$ cat config.mk
export PLATFORM = sky130hd
export DESIGN_NAME = pipe_hazard_ctrl
export DESIGN_NICKNAME = d
export VERILOG_FILES = /design/src/rtl/pipe_hazard_ctrl.sv
export SDC_FILE = /design/constraint.sdc
export NUM_CORES = 1
export LEC_CHECK = 0
export CAP_MARGIN = 20
export CORE_MARGIN = 2
export CORE_UTILIZATION = 50
export DETAILED_ROUTE_END_ITERATION = 10
export PLACE_DENSITY = 0.78
export SLEW_MARGIN = 10
export SYNTH_ARGS = -nofsm -noshare
export SYNTH_HDL_FRONTEND = slang
export SYNTH_SLANG_ARGS = --single-unit
$ cat constraint.sdc
create_clock -name clk -period 3.55 [get_ports clk]
set_input_delay 0.71 -clock clk [delete_from_list [all_inputs] [get_ports clk]]
set_output_delay 0.71 -clock clk [all_outputs]
set_load 0.05 [all_outputs]
$ cat src/rtl/pipe_hazard_ctrl.sv
// Pipeline sequencing controller for the 5-stage in-order core: RAW interlock from a
// shadow writer scoreboard, taken-branch flush, and multi-cycle div/mod EX occupancy.
module pipe_hazard_ctrl #(
    parameter int unsigned DIV_CYCLES = 8,
    parameter int unsigned NREG       = 16,
    localparam int unsigned RA        = $clog2(NREG)
) (
    input  logic          clk,
    input  logic          rst,
    input  logic          start,
    input  logic          of_valid,
    input  logic [RA-1:0] of_rs1,
    input  logic [RA-1:0] of_rs2,
    input  logic          of_rs1_used,
    input  logic          of_rs2_used,
    input  logic          of_wb,
    input  logic [RA-1:0] of_rd,
    input  logic          of_is_multi,
    input  logic          br_taken,
    output logic          pc_en,
    output logic          if_of_en,
    output logic          if_of_flush,
    output logic          of_ex_en,
    output logic          of_ex_bubble,
    output logic          ex_hold,
    output logic [15:0]   stall_cnt,
    output logic [15:0]   flush_cnt
);

    typedef enum logic {RUN, MULTI} state_t;

    state_t               state;
    state_t               state_nxt;
    logic [7:0]           mcnt;

    // Scoreboard index 0 = EX, 1 = MA, 2 = RW
    logic [2:0]           sb_v;
    logic [2:0]           sb_wb;
    logic [2:0][RA-1:0]   sb_rd;

    logic                 match1;
    logic                 match2;
    logic                 raw;
    logic                 accept;
    logic                 go_multi;
    logic                 do_flush;
    logic                 do_stall;

    always_comb begin
        match1 = 1'b0;
        match2 = 1'b0;
        for (int unsigned s = 0; s < 3; s++) begin
            if (sb_v[s] && sb_wb[s] && sb_rd[s] == of_rs1) match1 = 1'b1;
            if (sb_v[s] && sb_wb[s] && sb_rd[s] == of_rs2) match2 = 1'b1;
        end
    end

    assign raw = of_valid & ((of_rs1_used & match1) | (of_rs2_used & match2));

    // Output decode; reset gates everything combinationally
    always_comb begin
        pc_en        = 1'b0;
        if_of_en     = 1'b0;
        if_of_flush  = 1'b0;
        of_ex_en     = 1'b0;
        of_ex_bubble = 1'b0;
        ex_hold      = 1'b0;
        if (rst) begin
            if (state == MULTI) begin
                ex_hold = 1'b1;
            end else if (start) begin
                if (br_taken) begin
                    pc_en        = 1'b1;
                    if_of_en     = 1'b1;
                    if_of_flush  = 1'b1;
                    of_ex_en     = 1'b1;
                    of_ex_bubble = 1'b1;
                end else if (raw) begin
                    of_ex_en     = 1'b1;
                    of_ex_bubble = 1'b1;
                end else begin
                    pc_en    = 1'b1;
                    if_of_en = 1'b1;
                    of_ex_en = 1'b1;
                end
            end
        end
    end

    assign accept   = of_ex_en & ~of_ex_bubble;
    assign go_multi = accept & of_valid & of_is_multi & (DIV_CYCLES > 1);
    assign do_flush = start & (state == RUN) & br_taken;
    assign do_stall = start & (state == RUN) & ~br_taken & raw;

    always_comb begin
        state_nxt = state;
        if (start) begin
            case (state)
                RUN:     if (go_multi) state_nxt = MULTI;
                MULTI:   if (mcnt == 8'd1) state_nxt = RUN;
                default: state_nxt = RUN;
            endcase
        end
    end

    always_ff @(posedge clk or negedge rst) begin
        if (!rst) state <= RUN;
        else      state <= state_nxt;
    end

    always_ff @(posedge clk or negedge rst) begin
        if (!rst) begin
            mcnt <= '0;
        end else if (start) begin
            if (state == RUN && go_multi) mcnt <= 8'(DIV_CYCLES - 1);
            else if (state == MULTI)      mcnt <= mcnt - 8'd1;
        end
    end

    always_ff @(posedge clk or negedge rst) begin
        if (!rst) begin
            stall_cnt <= '0;
            flush_cnt <= '0;
        end else begin
            if (do_flush && flush_cnt != 16'hFFFF) flush_cnt <= flush_cnt + 16'd1;
            if (do_stall && stall_cnt != 16'hFFFF) stall_cnt <= stall_cnt + 16'd1;
        end
    end

    // In MULTI the divider stays in EX and a hole opens behind it in MA
    always_ff @(posedge clk or negedge rst) begin
        if (!rst) begin
            sb_v  <= '0;
            sb_wb <= '0;
            sb_rd <= '0;
        end else if (start) begin
            if (state == RUN) begin
                sb_v[0]  <= accept & of_valid;
                sb_wb[0] <= of_wb;
                sb_rd[0] <= of_rd;
                sb_v[1]  <= sb_v[0];
                sb_wb[1] <= sb_wb[0];
                sb_rd[1] <= sb_rd[0];
            end else begin
                sb_v[1]  <= 1'b0;
            end
            sb_v[2]  <= sb_v[1];
            sb_wb[2] <= sb_wb[1];
            sb_rd[2] <= sb_rd[1];
        end
    end

endmodule
==> results by group <==
Place
  • Placed Area: 3710 um2
  • Placer Congestion: 0.9135
  • DP Wirelength: 4480 um
  • Post-Place Setup Slack: 103.2 ps
  • # port buffers: 58

Clocking
  • CTS tree: done
  • Cells resized by post-CTS repair: 0
  • Hold Buf Count CTS: 0
  • CTS Sinks: 59
  • Post-CTS setup buffers: 0
  • Worst skew pair latency: 320 ps
  • Worst-path clk slew: 60 ps
  • Clock Path Buffers: 2
  • Clk root buf: clkbuf_8
  • Htree depth: 3
  • CTS buffer count: 9

Worst setup path
  • Highest-delay cell along the critical path: or4_4
  • CP Cell Sequence: clkdlybuf4s50_1, nand4_1, nor4_1, or4_4, nor3_4, o31a_1, buf_12
  • Largest fanout on the critical path: 3
  • R2R Path Start: sb_rd[5]
  • Worst Path Arrival: 2670 ps
  • Worst R2R Setup Slack: 1050 ps
  • Reg2reg end: mcnt[0]
  • Worst path max stage delay: 500 ps
  • CP required: 2840 ps
  • Worst setup path startpoint: of_rs1_used
  • Critical Path Sink: pc_en
  • CP Capture Type: output port
  • CP startpoint kind: input pin
  • Setup CP Type: in -> out
  • Reg2reg path depth: 8

Yosys
  • Ys flop type: dfrtp_1
  • Post-synth net total: 299
  • Unique masters post-synth: 35
  • Asr flop ratio synth: 100.0%
  • Synth Instances: 274
  • Mapped Avg Cell Area: 10.90 um2
  • Syn. warnings: 0
  • Top-count cell post-synth: dfrtp_1
  • Synthesis-stage register bit count: 59
  • Area leader, netlist: dfrtp_1
  • Sequential fraction of the synthesis area: 49.41%
  • Synth Cell Area: 2988 um2
  • Post-synth EDFFs: 0
  • Top post-synthesis cells by count: 59 x dfrtp_1, 43 x xor2_1, 20 x nand2_1
  • Ranking of synthesized cells by area: dfrtp_1 49%, xor2_1 13%, mux2_2 6.0%
  • Post-synth top area share: 49.41%

Power
  • Pwr dens: 588.3 nW/um2
  • Power Total: 2282 uW
  • P_leak: 0.001817 uW
  • IR drop worst, VDD: 0.4838 mV

Die
  • # IOs: 59
  • Die width: 81.30 um
  • FP Rows: 28
  • Core area: 5851 um2
  • Initial core utilization: 51.07%
  • Die height: 81.30 um
  • Die Area: 6610 um2

Timing
  • Setup_tns: 0 ps
  • Pins Over Slew Limit: 0
  • Slew HR: 65.03%
  • Layout Skew: 5.419 ps
  • Final Hold Viols: 0
  • Tcrit/Tclk final: 95.22%
  • Final setup viols: 0
  • F_max: 0.2958 GHz
  • Worst slew pin tran: 522.9 ps
  • RSZ-0062 raised after global routing: false
  • Fin crit period: 3380 ps
  • Setup WS post-layout: 169.8 ps

Finish
  • Fin area: 3879 um2
  • FILL cells: 457
  • Share of cells above drive strength 1: 11.95%
  • Area taken by multi-input logic gates: 1446 um2
  • Layout area overhead: 29.82%
  • ANT cells: 0
  • Final nets: 366
  • Area occupied by registers: 1476 um2

Global route
  • Vias in the first global route: 2294
  • Gr busiest metal: met2
  • Global-route wire length before repair: 10520 um
  • Met2 Usage GRT: 32.21%
  • GRT Total Usage: 21.12%
  • Remaining global-route overflow: 0
  • Initial antenna violation count: 0
  • Met3 global-route usage: 4.333%
  • Largest net degree at the start of global routing: 37
  • Met1 layer usage reported by global route: 27.36%

Worst hold path
  • Hold crit path type: in -> async

Route
  • Drt drc: 0
  • DR vias/cell: 5.495
  • Via count: 2297
  • Initial DRT Pass Iterations: 4
  • Initial DRC count: 99
  • Routed WL per cell: 15.26 um
  • Final ANT Viol Nets: 0
  • Final wirelength: 6380 um

Run status
  • Status: complete, no violations

Run
  • Total of max-cap violations: 0
[layer usage]
metal	vias up	part of all wire (%)
li1	1078	-
met2	72	47
met5	-	0
met3	22	4.4
met1	1125	45
met4	0	3.7
[final cells by class]
cell class / count / area share, %
Clock buffer: 13 / 3.839
Inverter: 6 / 0.5806
Tap cell: 75 / 2.419
Multi-Input combinational cell: 201 / 37.29
Sequential cell: 59 / 38.06
Timing Repair Buffer: 64 / 17.81
[layout by cell type (no fill, tap or decap)]
cell type        Yosys  routed
dfrtp_1             59      59
clkdlybuf4s50_1      0      44
xor2_1              43      43
nand2_1             20      20
xnor2_1             17      17
mux2_2              16      16
nand3_1             15      15
nor2_1              12      12
nor3_1              12      12
nand4_1             11      11
nor4_1              10      10
clkbuf_8             0      10
and3_1               9       9
dlymetal6s2s_1       0       8
inv_1                6       6
buf_4                2       6
and4_1               5       5
buf_12               0       5
and2_1               4       4
ha_1                 4       4
o21a_1               3       3
nand2b_1             3       3
or3_1                3       3
clkbuf_1             1       3
o31a_1               2       2
nor2b_1              1       1
or4_4                1       1
nor3_4               1       1
nor3b_1              1       1
or2_2                1       1
o21bai_1             1       1
o21ai_1              1       1
nand3b_1             1       1
nor4b_1              1       1
mux2_1               1       1
a311oi_1             1       1
o21ai_0              1       1
buf_2                4       1
[cells by family (layout without fill, tap and decap cells)]
kind of cell	Yosys count	count (layout)	share of synthesized area, %
flops	59	59	49.41
buf+inv	14	83	2.177
xor+xnor	60	60	17.59
mux	17	17	6.407
simple gates	111	111	20.52
fa+ha+maj	4	4	1.675
compound gates	9	9	2.219
[report_power, final]
group / total (uW) / internal [uW] / switching [uW] / leakage [uW]
logic: 745 / 355 / 390 / 0.000975
registers: 1040 / 847 / 197 / 0.000766
clock network: 493 / 262 / 232 / 0.0000754
[through the flow]
| step | hold WS, ps | cells | utilization [%] |
|---|---|---|---|
| 2_1_floorplan | 414.4 | 274 | - |
| 4_1_cts | 262.0 | 418 | 65.95 |
| 6_report | 274.2 | 418 | 66.30 |
| 3_3_place_gp | 484.0 | 405 | 63.41 |
| 5_1_grt | 280.1 | 418 | 66.30 |
| 3_5_place_dp | 480.5 | 405 | 63.41 |
[worst max-delay path: cells and delay by family]
family                 cells  cell delay, ps
AOI/OAI and AO/OA          1             300
and+or+nand+nor            4            1010
buffers and inverters      2             640
[registers in the layout, indices dropped and copies added (netlist names)]
| signal | count |
|---|---|
| sb_rd | 12 |
| mcnt | 8 |
| state | 1 |
| sb_wb | 3 |
| sb_v | 3 |
| flush_cnt | 16 |
| stall_cnt | 16 |
[worst min-delay path by stage]
| stage | cells after the start | startpoint | slack, ps | endpoint |
|---|---|---|---|---|
| after global placement | 1 | stall_cnt[5] | 480 | stall_cnt[5] |
| after floorplan | 0 | rst | 410 | flush_cnt[0] |
| after detailed placement | 1 | stall_cnt[5] | 480 | stall_cnt[5] |
| after global routing | 1 | rst | 280 | mcnt[2] |
| after CTS | 1 | rst | 260 | stall_cnt[7] |
| final | 1 | rst | 270 | stall_cnt[7] |
Note: power is estimated with default switching activity, not from simulation.
==> edit (config.mk and constraints unchanged) <==
Reset style: synchronous (`rst`), changed in 4 clocked blocks.
--- a/src/rtl/pipe_hazard_ctrl.sv
+++ b/src/rtl/pipe_hazard_ctrl.sv
@@ -105,3 +105,3 @@
 
-    always_ff @(posedge clk or negedge rst) begin
+    always_ff @(posedge clk) begin
         if (!rst) state <= RUN;
@@ -110,3 +110,3 @@
 
-    always_ff @(posedge clk or negedge rst) begin
+    always_ff @(posedge clk) begin
         if (!rst) begin
@@ -119,3 +119,3 @@
 
-    always_ff @(posedge clk or negedge rst) begin
+    always_ff @(posedge clk) begin
         if (!rst) begin
@@ -130,3 +130,3 @@
     // In MULTI the divider stays in EX and a hole opens behind it in MA
-    always_ff @(posedge clk or negedge rst) begin
+    always_ff @(posedge clk) begin
         if (!rst) begin
Formal check against the unedited RTL: differs if rst is asserted again (counterexample within 4 cycles, from zero or initial values and one cycle with rst low); with rst held inactive, the same outputs for 4 cycles.
==> edit against the unedited design <==
  * Core utilization rose by 0.41 points
  * Synthesized area rose by 0.84%
  * Sequential cell count did not move
  * Worst setup slack improved by 0.0082 ns
  * Register-to-register slack barely moved
  * Final area rose by 1.2%
  * Wire length rose by 17%
  * Critical path type unchanged
  * Largest cell class is now multi-input gates
Power is not compared: it rests on default switching activity, and its combinational part moved more than twofold at a synthesized area within 25%.
==> edit: results (changes against the unedited design) <==
viasPerCell: 5.59  # +1.7%
numPlacedInstances: 481  # +19%
drt_iter0_drc: 118  # +19%
synth_fp_nets: 381  # +27%
wl_met2_mm: 3.59  # +20%
dr.pass1.iters: 6  # +2
wl_met1_mm: 3.36  # +17%
drive_above_1_share: 0.0853  # -0.0342
synth_xor_area_frac: 0.119  # -0.0567
status: "complete, no violations"
finalClockSkew_ns: 0.00838  # +0.00296 ns
cp_data_arrival_time_ns: 2.66  # about the same
grt_max_degree: 45  # +22%
routabilityCongestion: 0.840  # -8.0%
synthAdderAreaFrac: 0.0166  # -0.000139
reg2reg_from: "sb_rd[6]"
regToRegEndpoint: "stall_cnt[13]"
async_flop_share: 0  # -1.00
ys_seq_area_frac: 0.392  # -0.102
track_usage: 0.246  # +0.0344
first_global_vias: 2628  # +15%
muxShareOfSynthArea: 0.0266  # -0.0375
dp_hpwl_mm: 5.21  # +16%
synth_cell_type_count: 46  # +31%
layoutNonFillerInstCount: 497  # +19%
final_nets: 442  # +21%
[edit: cell types whose count changed after synthesis, sizes merged, moves of 8 or more]
cell	delta
dfxtp	+59
a21oi	+22
nand2	+22
mux2	-17
nor2	+18
mux2i	+8
xor2	-17
dfrtp	-59
clkbuf	+10
[edit: cells by family (layout without fill, tap and decap cells)]
group,after synthesis,count (layout)
multiplexers,8,8
AO/OA/AOI/OAI,56,56
buffers and inverters,24,90
XOR/XNOR,41,41
flip-flops,59,59
adder cells (fa/ha/maj),4,4
AND/OR/NAND/NOR,164,164
[edit: routing by layer]
layer | vias up | GRT usage
met5 | - | 0
met4 | 0 | 0.0833
met3 | 8 | 0.0868
met2 | 79 | 0.388
met1 | 1296 | 0.312
li1 | 1394 | -
[edit: how the worst max path moves through the flow]
stage,to,from,slack [ns],depth (start not counted)
floorplan,pc_en,rst,0.11,5
global placement,pc_en,of_rs2[2],0.21,8
detailed placement,pc_en,of_rs2[2],0.19,8
CTS,pc_en,of_rs2[2],0.18,8
global route,if_of_en,of_rs2[2],0.10,8
finish,pc_en,of_rs2[2],0.18,8
[edit: layout make-up]
type,instances,area [µm²]
repair buffers,65,681
clock buffers,10,138
inverters,9,33.8
well taps,75,93.8
multi-input cells,273,1730
clock inverters,6,65.1
fillers,501,1960
flip-flops and latches,59,1180
[edit: critical path: stages]
cell,delay (ns)
clkdlybuf4s50_1,0.55
xnor2_1,0.14
nand4_1,0.10
or4_1,0.41
o21ai_1,0.15
nor4_4,0.08
o31a_1,0.33
buf_12,0.18
[edit: per-stage QoR]
step	cell area [µm²]	setup slack [ns]
after global placement	3720	0.211
after CTS	3930	0.182
after floorplan	3010	0.112
final	3930	0.178
after global routing	3930	0.104
after detailed placement	3720	0.190
